## config.mk

```make
export PLATFORM = sky130hd
export DESIGN_NAME = mmio_input_port
export DESIGN_NICKNAME = d
export VERILOG_FILES = /design/src/rtl/mmio_input_port.sv
export SDC_FILE = /design/constraint.sdc
export NUM_CORES = 1
export LEC_CHECK = 0
export BUFFER_PORTS_ARGS = -buffer_cell sky130_fd_sc_hd__buf_2
export CELL_PAD_IN_SITES_DETAIL_PLACEMENT = 1
export CELL_PAD_IN_SITES_GLOBAL_PLACEMENT = 1
export CORE_MARGIN = 5
export CORE_UTILIZATION = 25
export CTS_BUF_LIST = sky130_fd_sc_hd__clkbuf_8
export CTS_CLUSTER_DIAMETER = 200
export CTS_CLUSTER_SIZE = 24
export DETAILED_ROUTE_END_ITERATION = 10
export PLACE_DENSITY = 0.55
export SLEW_MARGIN = 40
export SYNTH_ARGS = -nofsm -noshare
export SYNTH_HDL_FRONTEND = slang
export SYNTH_SLANG_ARGS = --single-unit
export TNS_END_PERCENT = 1
```

## constraint.sdc

```tcl
create_clock -name clk -period 11 [get_ports clk]
set_input_delay 1.65 -clock clk [delete_from_list [all_inputs] [get_ports clk]]
set_output_delay 1.65 -clock clk [all_outputs]
set_load 0.02 [all_outputs]
```

## src/rtl/mmio_input_port.sv

```systemverilog
// mmio_input_port
//   Memory-mapped input FIFO on the PicoRV32 native memory bus. A producer
//   pushes 32-bit words over a valid/ready stream. Firmware pops them by
//   reading DATA_ADDR and polls STATUS_ADDR for count/empty/full/underflow.
//
// Ports
//   clk        in   rising-edge clock
//   resetn     in   synchronous, active-low reset
//   in_valid   in   producer word valid
//   in_ready   out  FIFO can accept a word (= !full)
//   in_data    in   producer word
//   mem_valid  in   CPU request
//   mem_addr   in   CPU address (full 32-bit compare)
//   mem_wdata  in   CPU write data (not used)
//   mem_wstrb  in   nonzero = write
//   mem_ready  out  one-cycle acknowledge
//   mem_rdata  out  read data, valid while mem_ready=1, otherwise 0
//   sel        out  combinational address decode for the system read mux
//   underflow  out  sticky flag: DATA read while the FIFO was empty
module mmio_input_port #(
  parameter int          DEPTH       = 8,
  parameter int          ADDR_W      = 3,
  parameter logic [31:0] DATA_ADDR   = 32'h1000_0010,
  parameter logic [31:0] STATUS_ADDR = 32'h1000_0014
) (
  input  logic        clk,
  input  logic        resetn,
  input  logic        in_valid,
  output logic        in_ready,
  input  logic [31:0] in_data,
  input  logic        mem_valid,
  input  logic [31:0] mem_addr,
  input  logic [31:0] mem_wdata,
  input  logic [3:0]  mem_wstrb,
  output logic        mem_ready,
  output logic [31:0] mem_rdata,
  output logic        sel,
  output logic        underflow
);

  localparam logic [1:0]      S_IDLE   = 2'd0;
  localparam logic [1:0]      S_ACK    = 2'd1;
  localparam logic [1:0]      S_GAP    = 2'd2;
  localparam logic [ADDR_W:0] FULL_CNT = (ADDR_W + 1)'(DEPTH);

  logic [1:0]        state;
  logic [31:0]       fifo_mem [DEPTH];
  logic [ADDR_W-1:0] wr_ptr;
  logic [ADDR_W-1:0] rd_ptr;
  logic [ADDR_W:0]   count;
  logic [31:0]       rdata_p1;
  logic [31:0]       rd_mux;
  logic [31:0]       status_word;

  logic full, empty, push, pop;
  logic hit_data, hit_status, is_write, accept;
  logic uf_set, uf_clr;
  logic unused_wdata;

  assign unused_wdata = ^mem_wdata;

  assign full     = (count == FULL_CNT);
  assign empty    = (count == '0);
  assign in_ready = !full;

  // A push is blocked while full even if a pop happens in the same cycle.
  assign push = in_valid && !full;

  assign hit_data   = (mem_addr == DATA_ADDR);
  assign hit_status = (mem_addr == STATUS_ADDR);
  assign sel        = mem_valid && (hit_data || hit_status);
  assign is_write   = |mem_wstrb;
  assign accept     = (state == S_IDLE) && sel;

  assign pop    = accept && !is_write && hit_data && !empty;
  assign uf_set = accept && !is_write && hit_data && empty;
  assign uf_clr = accept && is_write && hit_status && mem_wstrb[3];

  assign status_word = {7'b0, underflow, 6'b0, full, empty,
                        {(16 - ADDR_W - 1){1'b0}}, count};

  // Read value captured at accept; uses pre-push state, so a word pushed in
  // the accept cycle is not seen by that read.
  always_comb begin
    rd_mux = '0;
    if (!is_write) begin
      if (hit_data && !empty) begin
        rd_mux = fifo_mem[rd_ptr];
      end else if (hit_status) begin
        rd_mux = status_word;
      end
    end
  end

  // Control state: FSM, pointers, occupancy, sticky flag.
  always_ff @(posedge clk) begin
    if (!resetn) begin
      state     <= S_IDLE;
      wr_ptr    <= '0;
      rd_ptr    <= '0;
      count     <= '0;
      underflow <= 1'b0;
    end else begin
      case (state)
        S_IDLE:  if (sel) state <= S_ACK;
        S_ACK:   state <= S_GAP;
        default: state <= S_IDLE;
      endcase
      if (push) wr_ptr <= wr_ptr + 1'b1;
      if (pop)  rd_ptr <= rd_ptr + 1'b1;
      if (push && !pop) begin
        count <= count + 1'b1;
      end else if (!push && pop) begin
        count <= count - 1'b1;
      end
      // Setting event has priority over a clear.
      if (uf_set) begin
        underflow <= 1'b1;
      end else if (uf_clr) begin
        underflow <= 1'b0;
      end
    end
  end

  // Data storage: no reset, output is gated by mem_ready instead.
  always_ff @(posedge clk) begin
    if (push)   fifo_mem[wr_ptr] <= in_data;
    if (accept) rdata_p1 <= rd_mux;
  end

  // ---- stage p1: acknowledge cycle ----
  assign mem_ready = (state == S_ACK);
  assign mem_rdata = mem_ready ? rdata_p1 : 32'h0;

endmodule
```

==> impl_results.md <==
* Residual DRC at 0
* CP max stage cell: or2_2
* Dominant cells by area after synthesis: edfxtp_1, mux4_2, mux2i_1
* Power Density at around 150 mW/mm²
* Total of max-cap violations at 0
* Remaining Overflow, GRT at 0
* Final hold violations at 0
* Status: complete, no violations
* FFs w/ async S/R, synth at 0%
* Cell Area, Placed at around 0.013 mm²
* Post-route ant nets at 0
* Worst Max-Slew Pin Slew at about 0.77 ns
* # fillers at about 4,800
* Root buffer cell: clkbuf_8
* Fmax at a little over 200 MHz
* First-pass GRT wire length at 41,200 µm
* Crit-path most repeated cell: buf_2
* Initial DRC count at a little under 300
* FF/Latch Area at approximately 0.009 mm²
* Cell Area, Synth at 0.0119 mm²
* Crit. End Element: primary output
* Fin Hold WS at roughly 0.48 ns
* Drt via density at roughly 4.3
* Post-synth top area cell: edfxtp_1
* Post-Synthesis Net Count at ~710
* Critical-path cell list: buf_2 > nor4b_1 > nand4_1 > or2_2 > nor2_1 > buf_2
* Hold buffer count at cts at 0
* Antenna violations before repair at 5
* VDD IR max at slightly below 0.00008 V
* I/O pin cnt at 140
* CTS clock-pin slew for the worst setup and hold paths at between 0.1 and 0.15 ns
* Clk buf depth at 3
* Period utilization at 44.2%
* Initial Utilization at between 20% and 30%
* Avg Inst Size Synth at between 15 and 20 µm²
* Number of global-route vias before repair at ~6,400
* PostCTS Resize Cnt at 0
* Synth cell types at 36
* Worst EP required at ~9.4 ns
* CP delay by family, top: simple AND/OR/NAND/NOR gates
* # clock sinks at 304
* Hold WC Path Type: reg -> reg
* Area of the multi-input gates at 0.00279 mm²
* Most common cell in the netlist: edfxtp_1
* Skew final at about 0.014 ns
* Slew HR at between 40% and 50%
* Post-route setup slack at 6.14 ns
* First-pass iteration count of the detailed router at 4
* Fin Setup TNS at 0 ns
* # port buffers at around 110
* Chip width at 228 µm
* Setup WS pre-CTS at 5.82 ns
* Core Area at roughly 0.047 mm²
* Synth warn at 0
* Routed wire per std cell at between 20 and 25 µm
* Post-Syn Instances at 596
* Synth cell count leaders: edfxtp_1, mux4_2, nor2_1, mux2i_1, and2_1
* Final-report max-slew violation count at 0
* Crit-path max FO at 11
* Row count at 79
* Buf/Inv on CP at 2
* Setup CP Type: in -> out
* Max stage delay on crit path at around 0.52 ns
* DIE AREA at approximately 0.052 mm²
* Clock Latency Late Sink at between 0.5 and 0.6 ns
* Tmin final at 4.86 ns
* CTS H-tree depth at 1
* Yosys reg bits at around 300
* Number of flops mapped to enable cells by yosys at approximately 290
* Seq/Total Area, Yosys at between 70% and 80%
* Largest net degree at the start of global routing at between 40 and 50
* Layout Nets at just over 800
* Gp weighted congestion at roughly 0.7
* Num CTS Buffers at 16
* Ys flop type: edfxtp_1
* DIE HEIGHT at 228 µm
* Yosys top cell area share at between 70% and 80%
* Startpoint Class: primary input
* Post-CTS setup buffers at 0
* WP data arrival at approximately 3.2 ns
* RSZ-0062 raised after global routing: false
* Setup violators final at 0
* Gr usage total at 10.2%
* Via count at approximately 5,700
* Final Cell Area at 0.0135 mm²
* Layout cell share with drive strength beyond 1 at between 30% and 40%
* Layout area overhead at 13.6%
* Static leakage at roughly 4.3 nW
* CTS tree: built
* Final wirelength at between 20,000 and 30,000 µm
* Detailed placer's ending HPWL at between 15,000 and 20,000 µm
cells by family after synthesis:
logic type	Yosys count	share of synthesized area [%]
muxes	101	15.3
adders and majority gates	6	0.697
AOI/OAI and AO/OA	15	0.939
and+or+nand+nor	130	5.78
buffers and inverters	36	1.36
DFF	304	75.6
xor gates and xnor gates	4	0.296
per-layer routing:
layer | routed length, µm | track usage [%]
met1 | 12200 | 13.9
met2 | 13100 | 17.3
met3 | 1220 | 2.12
met4 | 377 | 1.49
met5 | 41 | 0
power by group:
part	internal [mW]	switching, mW	total (mW)
sequential	1.32	0.0198	1.34
clock	0.146	0.329	0.475
combinational	0.0578	0.0874	0.145
stage by stage:
| step | cells | utilization, % | total power [mW] |
|---|---|---|---|
| after global routing | 1315 | 28.8 | 2.05 |
| after floorplan | 596 | - | 1.45 |
| after global placement | 1290 | 28.2 | 1.51 |
| after CTS | 1315 | 28.8 | 1.99 |
| after detailed placement | 1292 | 28.2 | 1.51 |
| final | 1316 | 28.8 | 1.96 |
sequential cells by signal, summed over array words and instances, names as in the netlist, named ones only:
name / count
rd_ptr: 3
underflow: 1
fifo_mem: 256
count: 4
rdata_p1: 32
wr_ptr: 3
state: 2
placed cells by master (no fill, tap or decap), drive strengths merged, types with 3 or more instances in the layout:
master / Yosys / final
dfxtp: 16 / 16
nand3: 3 / 3
nor3: 5 / 5
clkbuf: 16 / 17
nor4: 12 / 12
mux2i: 37 / 37
ha: 5 / 5
nor2: 44 / 44
inv: 3 / 9
nand2: 13 / 13
buf: 16 / 121
edfxtp: 288 / 288
a2bb2oi: 6 / 6
mux4: 64 / 64
nand2b: 3 / 3
a21oi: 5 / 5
and2: 34 / 34
nor3b: 4 / 4
worst reg2reg max path: cells and delay by family (launching register included):
| family | cells | cell delay (ns) |
|---|---|---|
| DFF | 1 | 0.42 |
| muxes | 2 | 0.44 |
| adders and majority gates | 2 | 0.45 |
| buffers and inverters | 2 | 0.47 |
| and+or+nand+nor | 4 | 1.45 |
| AOI/OAI and AO/OA | 2 | 0.33 |
final cells by class:
class	count	area share, %
inverters	4	0.111
multi-input cells	256	20.7
well taps	607	5.64
flip-flops and latches	304	66.7
repair buffers	121	4.93
clock buffers	17	1.74
clock inverters	6	0.204
diodes	1	0.0186
path summary, 6_finish.rpt:
path | startpoint | end | slack, ns | cells after the start
max | mem_addr[5] | sel | 6.14 | 6
min | rd_ptr[2]$_SDFFE_PN0P_ | flip-flop | 0.48 | 2
max reg2reg | count[0]$_SDFFE_PN0P_ | count[3]$_SDFFE_PN0P_ | 7.39 | 12
min reg2reg | rd_ptr[2]$_SDFFE_PN0P_ | flip-flop | 0.48 | 2
(Power assumes the default switching activity.)
